[src/rtl/pifo_buffer_writer.sv]
// Per-queue packet buffer write stage: stores beats contiguously in a circular chunk buffer,
// tracks free space, and pushes one PIFO entry per completed packet.
module pifo_buffer_writer #(
    parameter int unsigned C_S_AXIS_DATA_WIDTH  = 256,
    parameter int unsigned C_S_AXIS_TUSER_WIDTH = 128,
    parameter int unsigned ADDR_WIDTH           = 12,
    parameter int unsigned RANK_WIDTH           = 19,
    parameter int unsigned RANK_POS             = 48,
    parameter int unsigned AF_THRESH            = 48
) (
    input  logic                                 axis_aclk,
    input  logic                                 axis_reset,
    input  logic [C_S_AXIS_DATA_WIDTH-1:0]       s_axis_tdata,
    input  logic [C_S_AXIS_TUSER_WIDTH-1:0]      s_axis_tuser,
    input  logic                                 s_axis_tvalid,
    input  logic                                 s_axis_tready,
    input  logic                                 s_axis_tlast,
    input  logic                                 ctl_buffer_wr_en,
    input  logic                                 ctl_pifo_in_en,
    input  logic                                 s_free_valid,
    input  logic [ADDR_WIDTH:0]                  s_free_len,
    input  logic                                 pifo_full,
    output logic                                 m_buf_wr_en,
    output logic [ADDR_WIDTH-1:0]                m_buf_wr_addr,
    output logic [C_S_AXIS_DATA_WIDTH:0]         m_buf_wr_data,
    output logic                                 m_pifo_push,
    output logic [RANK_WIDTH+ADDR_WIDTH:0]       m_pifo_data,
    output logic                                 buffer_almost_full,
    output logic [15:0]                          drop_count
);

    localparam int unsigned CntW  = ADDR_WIDTH + 1;
    localparam int unsigned Depth = 2 ** ADDR_WIDTH;

    typedef enum logic [1:0] {StIdle, StWrite, StTrunc} state_e;

    state_e                          state_q, state_d;
    logic [ADDR_WIDTH-1:0]           wr_ptr_q, wr_ptr_d;
    logic [ADDR_WIDTH-1:0]           rd_ptr_q, rd_ptr_d;
    logic [ADDR_WIDTH-1:0]           start_addr_q, start_addr_d;
    logic [RANK_WIDTH-1:0]           rank_q, rank_d;
    logic [CntW-1:0]                 free_cnt_q, free_cnt_d;
    logic [CntW-1:0]                 pkt_cnt_q, pkt_cnt_d;
    logic                            pending_q, pending_d;
    logic [15:0]                     drop_q, drop_d;
    logic                            wr_en_q, wr_en_d;
    logic [ADDR_WIDTH-1:0]           wr_addr_q, wr_addr_d;
    logic [C_S_AXIS_DATA_WIDTH:0]    wr_data_q, wr_data_d;
    logic                            push_q, push_d;
    logic [RANK_WIDTH+ADDR_WIDTH:0]  pifo_data_q, pifo_data_d;
    logic                            af_q, af_d;

    logic                            acc;
    logic                            wr_beat;
    logic                            drop_inc;
    logic [CntW-1:0]                 restore;
    logic [CntW-1:0]                 release_len;
    logic [CntW+1:0]                 free_sum;

    always_comb begin
        acc          = ctl_buffer_wr_en & s_axis_tvalid & s_axis_tready;
        state_d      = state_q;
        wr_ptr_d     = wr_ptr_q;
        start_addr_d = start_addr_q;
        rank_d       = rank_q;
        pkt_cnt_d    = pkt_cnt_q;
        pending_d    = pending_q;
        wr_en_d      = 1'b0;
        wr_addr_d    = wr_addr_q;
        wr_data_d    = wr_data_q;
        push_d       = 1'b0;
        pifo_data_d  = pifo_data_q;
        wr_beat      = 1'b0;
        drop_inc     = 1'b0;
        restore      = '0;

        if (pending_q && !pifo_full) begin
            push_d    = 1'b1;
            pending_d = 1'b0;
        end

        unique case (state_q)
            StIdle: begin
                if (ctl_pifo_in_en) begin
                    rank_d       = s_axis_tuser[RANK_POS +: RANK_WIDTH];
                    start_addr_d = wr_ptr_q;
                    pkt_cnt_d    = '0;
                    state_d      = StWrite;
                end
            end
            StWrite: begin
                if (acc && free_cnt_q != '0) begin
                    wr_beat   = 1'b1;
                    wr_en_d   = 1'b1;
                    wr_addr_d = wr_ptr_q;
                    wr_data_d = {s_axis_tlast, s_axis_tdata};
                    wr_ptr_d  = wr_ptr_q + ADDR_WIDTH'(1);
                    pkt_cnt_d = pkt_cnt_q + CntW'(1);
                    if (s_axis_tlast) begin
                        pifo_data_d = {1'b1, rank_q, start_addr_q};
                        if (pifo_full) pending_d = 1'b1;
                        else           push_d    = 1'b1;
                        state_d = StIdle;
                    end
                end else if (acc) begin
                    // Out of space: give back everything this packet consumed.
                    wr_ptr_d = start_addr_q;
                    restore  = pkt_cnt_q;
                    if (s_axis_tlast) begin
                        drop_inc = 1'b1;
                        state_d  = StIdle;
                    end else begin
                        state_d  = StTrunc;
                    end
                end
            end
            StTrunc: begin
                if (acc && s_axis_tlast) begin
                    drop_inc = 1'b1;
                    state_d  = StIdle;
                end
            end
            default: state_d = StIdle;
        endcase

        drop_d = (drop_inc && drop_q != 16'hFFFF) ? drop_q + 16'd1 : drop_q;

        release_len = s_free_valid ? s_free_len : '0;
        rd_ptr_d    = rd_ptr_q + release_len[ADDR_WIDTH-1:0];
        free_sum    = {2'b00, free_cnt_q} + {2'b00, restore} + {2'b00, release_len}
                      - (CntW+2)'(wr_beat);
        free_cnt_d  = (free_sum > (CntW+2)'(Depth)) ? CntW'(Depth) : free_sum[CntW-1:0];

        af_d = (free_cnt_d < CntW'(AF_THRESH)) | pending_d | (state_d == StTrunc);
    end

    always_ff @(posedge axis_aclk or posedge axis_reset) begin
        if (axis_reset) begin
            state_q      <= StIdle;
            wr_ptr_q     <= '0;
            rd_ptr_q     <= '0;
            start_addr_q <= '0;
            rank_q       <= '0;
            free_cnt_q   <= CntW'(Depth);
            pkt_cnt_q    <= '0;
            pending_q    <= 1'b0;
            drop_q       <= '0;
            wr_en_q      <= 1'b0;
            wr_addr_q    <= '0;
            wr_data_q    <= '0;
            push_q       <= 1'b0;
            pifo_data_q  <= '0;
            af_q         <= 1'b0;
        end else begin
            state_q      <= state_d;
            wr_ptr_q     <= wr_ptr_d;
            rd_ptr_q     <= rd_ptr_d;
            start_addr_q <= start_addr_d;
            rank_q       <= rank_d;
            free_cnt_q   <= free_cnt_d;
            pkt_cnt_q    <= pkt_cnt_d;
            pending_q    <= pending_d;
            drop_q       <= drop_d;
            wr_en_q      <= wr_en_d;
            wr_addr_q    <= wr_addr_d;
            wr_data_q    <= wr_data_d;
            push_q       <= push_d;
            pifo_data_q  <= pifo_data_d;
            af_q         <= af_d;
        end
    end

    assign m_buf_wr_en        = wr_en_q;
    assign m_buf_wr_addr      = wr_addr_q;
    assign m_buf_wr_data      = wr_data_q;
    assign m_pifo_push        = push_q;
    assign m_pifo_data        = pifo_data_q;
    assign buffer_almost_full = af_q;
    assign drop_count         = drop_q;

endmodule

[config.mk]
export PLATFORM = sky130hd
export DESIGN_NAME = pifo_buffer_writer
export DESIGN_NICKNAME = d
export VERILOG_FILES = /design/src/rtl/pifo_buffer_writer.sv
export SDC_FILE = /design/constraint.sdc
export NUM_CORES = 1
export LEC_CHECK = 0
export ABC_AREA = 1
export BUFFER_PORTS_ARGS = -buffer_cell sky130_fd_sc_hd__buf_2
export CAP_MARGIN = 0
export CORE_AREA = 3 3 277 279
export CTS_CLUSTER_DIAMETER = 40
export DETAILED_ROUTE_END_ITERATION = 10
export DIE_AREA = 0 0 280 282
export SYNTH_ARGS = -nofsm -noshare
export SYNTH_HDL_FRONTEND = slang
export SYNTH_SLANG_ARGS = --single-unit
[constraint.sdc]
create_clock -name axis_aclk -period 20 [get_ports axis_aclk]
set_input_delay 2 -clock axis_aclk [delete_from_list [all_inputs] [get_ports axis_aclk]]
set_output_delay 2 -clock axis_aclk [all_outputs]
set_load 0.01 [all_outputs]
== Yosys cells after proc, flatten, opt, wreduce, memory -nomap -nowiden ==
Cells that the tools add are included.

* Logic and storage cells: 80
* Bits in registers: 392
* Output and inout port bits: 320
* Input port bits: 406

* Equal/unequal tests: 6
* Reduce and logical (&&, ||, !) cells: 14
* Bitwise gates (word level): 4
* $add $sub $neg: 6
* Mux-type cells: 34
* Order comparisons: 2

{| class="wikitable"
|+ Operator list
! kind !! count
|-
| 13-bit two-way mux || 7
|-
| 13-bit case mux with 2 select lines || 1
|-
| 12-bit two-way mux || 2
|-
| 16-bit by 1-bit adder with 16-bit output (second input constant) || 1
|-
| 1-bit two-way mux || 16
|-
| 16-bit inequality test (second input constant) || 1
|-
| 14-bit by 13-bit adder with 15-bit output || 1
|-
| 15-bit by 13-bit greater-than comparator with 1-bit output (second input constant) || 1
|-
| 15-bit by 1-bit subtractor with 15-bit output || 1
|-
| 13-bit by 13-bit adder with 14-bit output || 1
|-
| 13-bit by 1-bit adder with 13-bit output (second input constant) || 1
|-
| 13-bit by 6-bit less-than comparator with 1-bit output (second input constant) || 1
|-
| 13-bit nonzero test || 1
|-
| 12-bit by 1-bit adder with 12-bit output (second input constant) || 1
|-
| 2-bit two-way mux || 6
|-
| 2-bit case mux with 3 select lines || 1
|-
| 2-bit AND reduction || 3
|-
| 3-bit AND reduction || 2
|-
| 2-bit == test (second input constant) || 2
|-
| 1-bit logical AND || 4
|-
| 2-bit inequality test (second input constant) || 2
|-
| 2-bit nonzero test || 2
|-
| 1-bit bitwise AND || 2
|-
| 2-bit by 1-bit == test with 1-bit output (second input constant) || 1
|-
| 4 further kinds || 5
|}

== Logic depth before layout (Yosys ltp) ==
* Word-level depth: 13
* Gate-level depth with buffers: 29
* Depth with buffers taken out: 27

== Least setup slack after synthesis ==
OpenSTA, ideal clock, no wires.

* Path type: in2reg
* Start point: input s_axis_tready
* End point: register af_q (netlist: buffer_almost_full)
* Cell stages on the path: 24
* Path buffers: 2
* Data required time: 19,881 ps
* Setup time: 119 ps
* Arrival: 5,450 ps
* Slack: 14,431 ps
* Path through: nand3_1 > nor2_1 > buf_2 > clkbuf_1 > nand3_1 > ha_1 > fa_1 > inv_1 > ha_1 > fa_1 > nand2_1 > nand2_1 > nand3_1 > nand2_1 > nand2_1 > nand2_1 > nand2_1 > nand2_1 > nor2_2 > nand2_2 > a21oi_4 > o41ai_1 > nand2_1 > nand2_1

* Word-level cells in the longest chain between the ends: 12
* Elaborated cells on any way between the ends: 23
* Classes of those cells: add/sub (3); order compare (2); eq/ne (1); mux (12); bitwise (3); reduce/logical (2)

{| class="wikitable"
|+ Ends and longest elaborated chain
! element !! line !! source
|-
| from (decl) || 16 || <nowiki>input logic s_axis_tready,</nowiki>
|-
| 1-bit bitwise AND (*) || 61 || <nowiki>acc = ctl_buffer_wr_en & s_axis_tvalid & s_axis_tready;</nowiki>
|-
| 13-bit two-way mux or 1-bit logical AND (tied branches) || 105, 92 ||
|-
| 13-bit two-way mux || 92 || <nowiki>if (acc && free_cnt_q != '0) begin</nowiki>
|-
| 13-bit two-way mux || 82 || <nowiki>unique case (state_q)</nowiki>
|-
| 13-bit by 13-bit adder with 14-bit output || 130 || <nowiki>free_sum = {2'b00, free_cnt_q} + {2'b00, restore} + {2'b00, release_len}</nowiki>
|-
| 14-bit by 13-bit adder with 15-bit output || 130 ||
|-
| 15-bit by 1-bit subtractor with 15-bit output || 131 || <nowiki>- (CntW+2)'(wr_beat);</nowiki>
|-
| 15-bit by 13-bit greater-than comparator with 1-bit output || 132 || <nowiki>free_cnt_d = (free_sum > (CntW+2)'(Depth)) ? CntW'(Depth) : free_sum[CntW-1:0];</nowiki>
|-
| 13-bit two-way mux || 132 ||
|-
| 13-bit by 6-bit less-than comparator with 1-bit output || 134 || <nowiki>af_d = (free_cnt_d < CntW'(AF_THRESH)) | pending_d | (state_d == StTrunc);</nowiki>
|-
| 1-bit OR || 134 ||
|-
| 1-bit OR (*) || 134 ||
|-
| named net af_d || 51 || <nowiki>logic af_q, af_d;</nowiki>
|-
| to (signal assigned) || 153 || <nowiki>af_q <= 1'b0;</nowiki>
|-
| to (signal assigned) || 169 || <nowiki>af_q <= af_d;</nowiki>
|-
| to (decl) || 51 ||
|}

Mark *: on every way through the listed nets, which the timed path passes. The rest lies on a longest branch.
A chain may end at the register's enable or synchronous reset.

== Worst setup path after layout ==
Ends and elaborated chain as after synthesis.

==> run_results.csv <==
group,metric,value,unit
clock_network,cts_hold_buffers,0,
grt,grt_usage,13.0,%
timing,maxSlewViolCount,0,
timing,fmax,183,MHz
detailed_routing,drt-initial-drc-count,701,
status,outcome,"finished clean",
timing,worst_pin_slew,1.17,ns
layout,area_growth,39.6,%
floorplan,rows,100,
min_path,worstHoldStart,"m_buf_wr_data[143]",
layout,final_common_cell,"nand2_1",
pwr,swShare,36.9,%
placed_design,place_ws,13.91,ns
pwr,clkPwrFrac,33.8,%
pwr,p_sw,1430,uW
job,cap_viol_max_count,0,
synthesis,synthCells,1975,
setup_path,path_max_fanout,17,
layout,fillers,7816,
grt,grt_max_degree,159,
placed_design,dp_hpwl,39.2,mm
placed_design,port_buffers,616,
clock_network,clock_path_buffers,3,
clock_network,cts_made_buffers,76,
clock_network,post_cts_buffers,0,
pwr,leakage,0.0131,uW
clock_network,ctsHtreeMaxLevel,3,
timing,tns,0,ns
setup_path,r2r_end,"buffer_almost_full",
floorplan,core,74400,um^2
grt,grt_pass1_wl,81.4,mm
floorplan,start_util,22.7,%
timing,slew_headroom,22.0,%
setup_path,required,20.48,ns
synthesis,syn-num-nets,2428,
setup_path,crit_buf_inv,4,
min_path,hold_depth,2,
clock_network,root_buffer,"clkbuf_16",
layout,layout-drive-gt1-share,30.2,%
synthesis,synth_flop_cell,"dfrtp_1",
floorplan,die_area,79000,um^2
clock_network,insertion_delay,0.59,ns
synthesis,ys_seq_elements,392,
clock_network,clkSinkCount,392,
detailed_routing,detail_route.wl_per_cell,14.9,um
setup_path,worst_setup_path_end_kind,"register",
timing,setup_ws,14.53,ns
setup_path,r2r.worst_path.cells,23,
setup_path,cp-start-kind,"input pin",
pwr,pwr-share-comb,32.0,%
detailed_routing,drc_errors,0,
timing,min_period,5.47,ns
timing,period_share,27.3,%
layout,regArea,9810,um^2
setup_path,r2r_slack,15.25,ns
synthesis,synth-edff-count,0,
timing,rsz0062_at_grt,"no",
layout,fin_cells,3626,
clock_network,cts_resized,0,
placed_design,numPlacedInstances,3485,
pwr,seq_power_share,34.1,%
pwr,p_int,2440,uW
placed_design,place_congestion,0.801,
layout,mostFrequentLayoutCells,"nand2_1 (953), buf_2 (616), dfrtp_1 (391), inv_1 (146), o21ai_0 (82)",
detailed_routing,viasPerCell,4.08,
floorplan,io_pins,726,
detailed_routing,postRouteAntennaNets,0,
floorplan,die_h,282,um
grt,antenna_found_initial,6,
timing,report.final.setup_viol,0,
synthesis,avgSynthCellArea,8.57,um^2
synthesis,yosys_warnings,0,
floorplan,fp.dieW,280,um
timing,worst_clock_skew,0.0235,ns
timing,hold_viol_final,0,
pwr,power.density,164,nW/um^2
layout,fin_nets,3047,
setup_path,crit_family,"simple AND/OR/NAND/NOR gates",
min_path,hold_end,"m_buf_wr_data[143]",
setup_path,cpMostUsedCell,"nand3_1",
setup_path,cp_cell_sequence,"buf_2 > nand3_1 > nor2_2 > inv_2 > nor2_4 > ha_1 > fa_1 > inv_1 > ha_1 > fa_1 > inv_1 > nand3_1 > nor2_1 > nand3_1 > nor2_1 > nand3_1 > nor2_1 > nand2_2 > a21oi_4 > o41ai_1 > nand2_1 > nand2_1",
min_path,hp-class,"reg -> reg",
pwr,irDropWorstVdd,65.9,uV
setup_path,slowest_stage,"nor2_4",
synthesis,async_flop_share,100,%
setup_path,worstReg2RegStart,"state_q[1]",
synthesis,ys_types,41,
detailed_routing,wl,53.9,mm
detailed_routing,vias,14800,
synthesis,syn_area,16900,um^2
grt,grt_overflow,0,
layout,fin_area,23600,um^2
clock_network,clk_pin_slew,0.05,ns
clock_network,cts_tree,"yes",
synthesis,yosysSeqAreaShare,58.0,%
layout,multi_input_area,6180,um^2
placed_design,post_dp_cell_area,21000,um^2
setup_path,crit_type,"in -> reg",
grt,grt_pass1_vias,14400,
setup_path,arrival,5.95,ns
detailed_routing,drtPass1Iterations,5,
setup_path,slowest_delay,0.52,ns
-- registers in the layout, summed over array words and instances (netlist names) --
signal and flops:
rank_q 19, m_buf_wr_addr 12, m_buf_wr_data 257, buffer_almost_full 1
wr_ptr_q 12, pkt_cnt_q 13, drop_count 16, m_pifo_push 1
pending_q 1, m_buf_wr_en 1, free_cnt_q 13, state_q 2
m_pifo_data 32, start_addr_q 12
-- Yosys cell counts (2+ instances only) --
| library cell | count | share of area (%) |
|---|---|---|
| nand2_1 | 954 | 21 |
| dfrtp_1 | 391 | 58 |
| inv_1 | 147 | 3.3 |
| o21ai_0 | 82 | 2.4 |
| nor2_1 | 64 | 1.4 |
| nand3_1 | 57 | 1.7 |
| a21oi_1 | 44 | 1.3 |
| clkbuf_1 | 44 | 0.98 |
| ha_1 | 33 | 2.4 |
| buf_2 | 29 | 0.86 |
| xor2_1 | 26 | 1.3 |
| fa_1 | 14 | 1.7 |
| nand4_1 | 10 | 0.37 |
| nor3_1 | 10 | 0.30 |
| buf_1 | 8 | 0.18 |
| inv_2 | 8 | 0.18 |
| nand2_2 | 7 | 0.26 |
| nor3_2 | 6 | 0.35 |
| mux2_2 | 4 | 0.27 |
| o31ai_1 | 4 | 0.18 |
| a21oi_2 | 3 | 0.16 |
| o21ai_1 | 3 | 0.089 |
| o22ai_1 | 3 | 0.11 |
| a21boi_0 | 2 | 0.089 |
| buf_4 | 2 | 0.089 |
| nand3b_1 | 2 | 0.089 |
| nor2_2 | 2 | 0.074 |
| nor2_4 | 2 | 0.13 |
| nor4_1 | 2 | 0.074 |
-- kinds of logic (layout without fill, tap and decap cells) --
group | after synthesis | in the layout | share of synthesized area, %
other | 0 | 1 | 0
and+or+nand+nor | 1119 | 1119 | 26.0
AOI/OAI and AO/OA | 147 | 147 | 4.67
xor gates and xnor gates | 27 | 27 | 1.40
adders and majority gates | 47 | 47 | 4.09
muxes | 4 | 4 | 0.266
buffers and inverters | 239 | 920 | 5.57
DFF | 392 | 392 | 58.0
-- through the flow --
stage	util, %	total power, uW	hold slack, ns
2_1_floorplan	-	2030	0.453
3_3_place_gp	28.2	2560	0.446
3_5_place_dp	28.2	2590	0.453
4_1_cts	31.7	3930	0.465
5_1_grt	31.7	4160	0.479
6_report	31.7	3870	0.459
-- per-layer routing --
| metal | routed length [um] | track usage [%] | up-vias | share of wire (%) |
|---|---|---|---|---|
| met4 | 1230 | 4.13 | 10 | 2.3 |
| met1 | 22600 | 16.2 | 6805 | 42 |
| met2 | 25100 | 20.8 | 511 | 47 |
| li1 | - | - | 7361 | - |
| met3 | 4920 | 5.03 | 111 | 9.1 |
| met5 | 79 | 0 | - | 0.15 |
-- worst reg2reg max path, cell delays in order, from the launching register on --
cell and delay (ns):
dfrtp_1 0.40, inv_1 0.11, ha_1 0.42, inv_2 0.16, nor2_2 0.17, inv_2 0.15
nor2_4 0.52, ha_1 0.36, fa_1 0.40, inv_1 0.07, ha_1 0.21, fa_1 0.43
inv_1 0.08, nand3_1 0.08, nor2_1 0.12, nand3_1 0.09, nor2_1 0.12, nand3_1 0.09
nor2_1 0.13, nand2_2 0.09, a21oi_4 0.19, o41ai_1 0.11, nand2_1 0.11, nand2_1 0.05
-- power groups by stage --
stage                     combinational (uW)  sequential, uW  clock [uW]
after floorplan                          578            1450           0
after global placement                  1250            1320           0
after detailed placement                1260            1330           0
after CTS                               1270            1320        1340
after global routing                    1410            1360        1390
final                                   1240            1320        1310
-- how the worst max path moves through the flow --
stage / start / endpoint / slack, ns / depth (start not counted)
finish: s_axis_tready / buffer_almost_full / 14.53 / 22
floorplan: axis_reset / buffer_almost_full / 7.10 / 1
detailed placement: s_axis_tready / buffer_almost_full / 13.91 / 22
global placement: s_axis_tready / buffer_almost_full / 13.92 / 22
CTS: s_axis_tready / buffer_almost_full / 14.55 / 22
global route: ctl_buffer_wr_en / buffer_almost_full / 14.22 / 22
-- cell type report --
| class | instances | share of cell area (%) |
|---|---|---|
| Antenna cell | 1 | 0.0106 |
| Clock inverter | 54 | 2.70 |
| Clock buffer | 86 | 8.55 |
| Sequential cell | 392 | 41.5 |
| Inverter | 156 | 2.55 |
| Multi-Input combinational cell | 1344 | 26.1 |
| Timing Repair Buffer | 624 | 13.4 |
| Tap cell | 969 | 5.13 |
(Power assumes the default switching activity.)
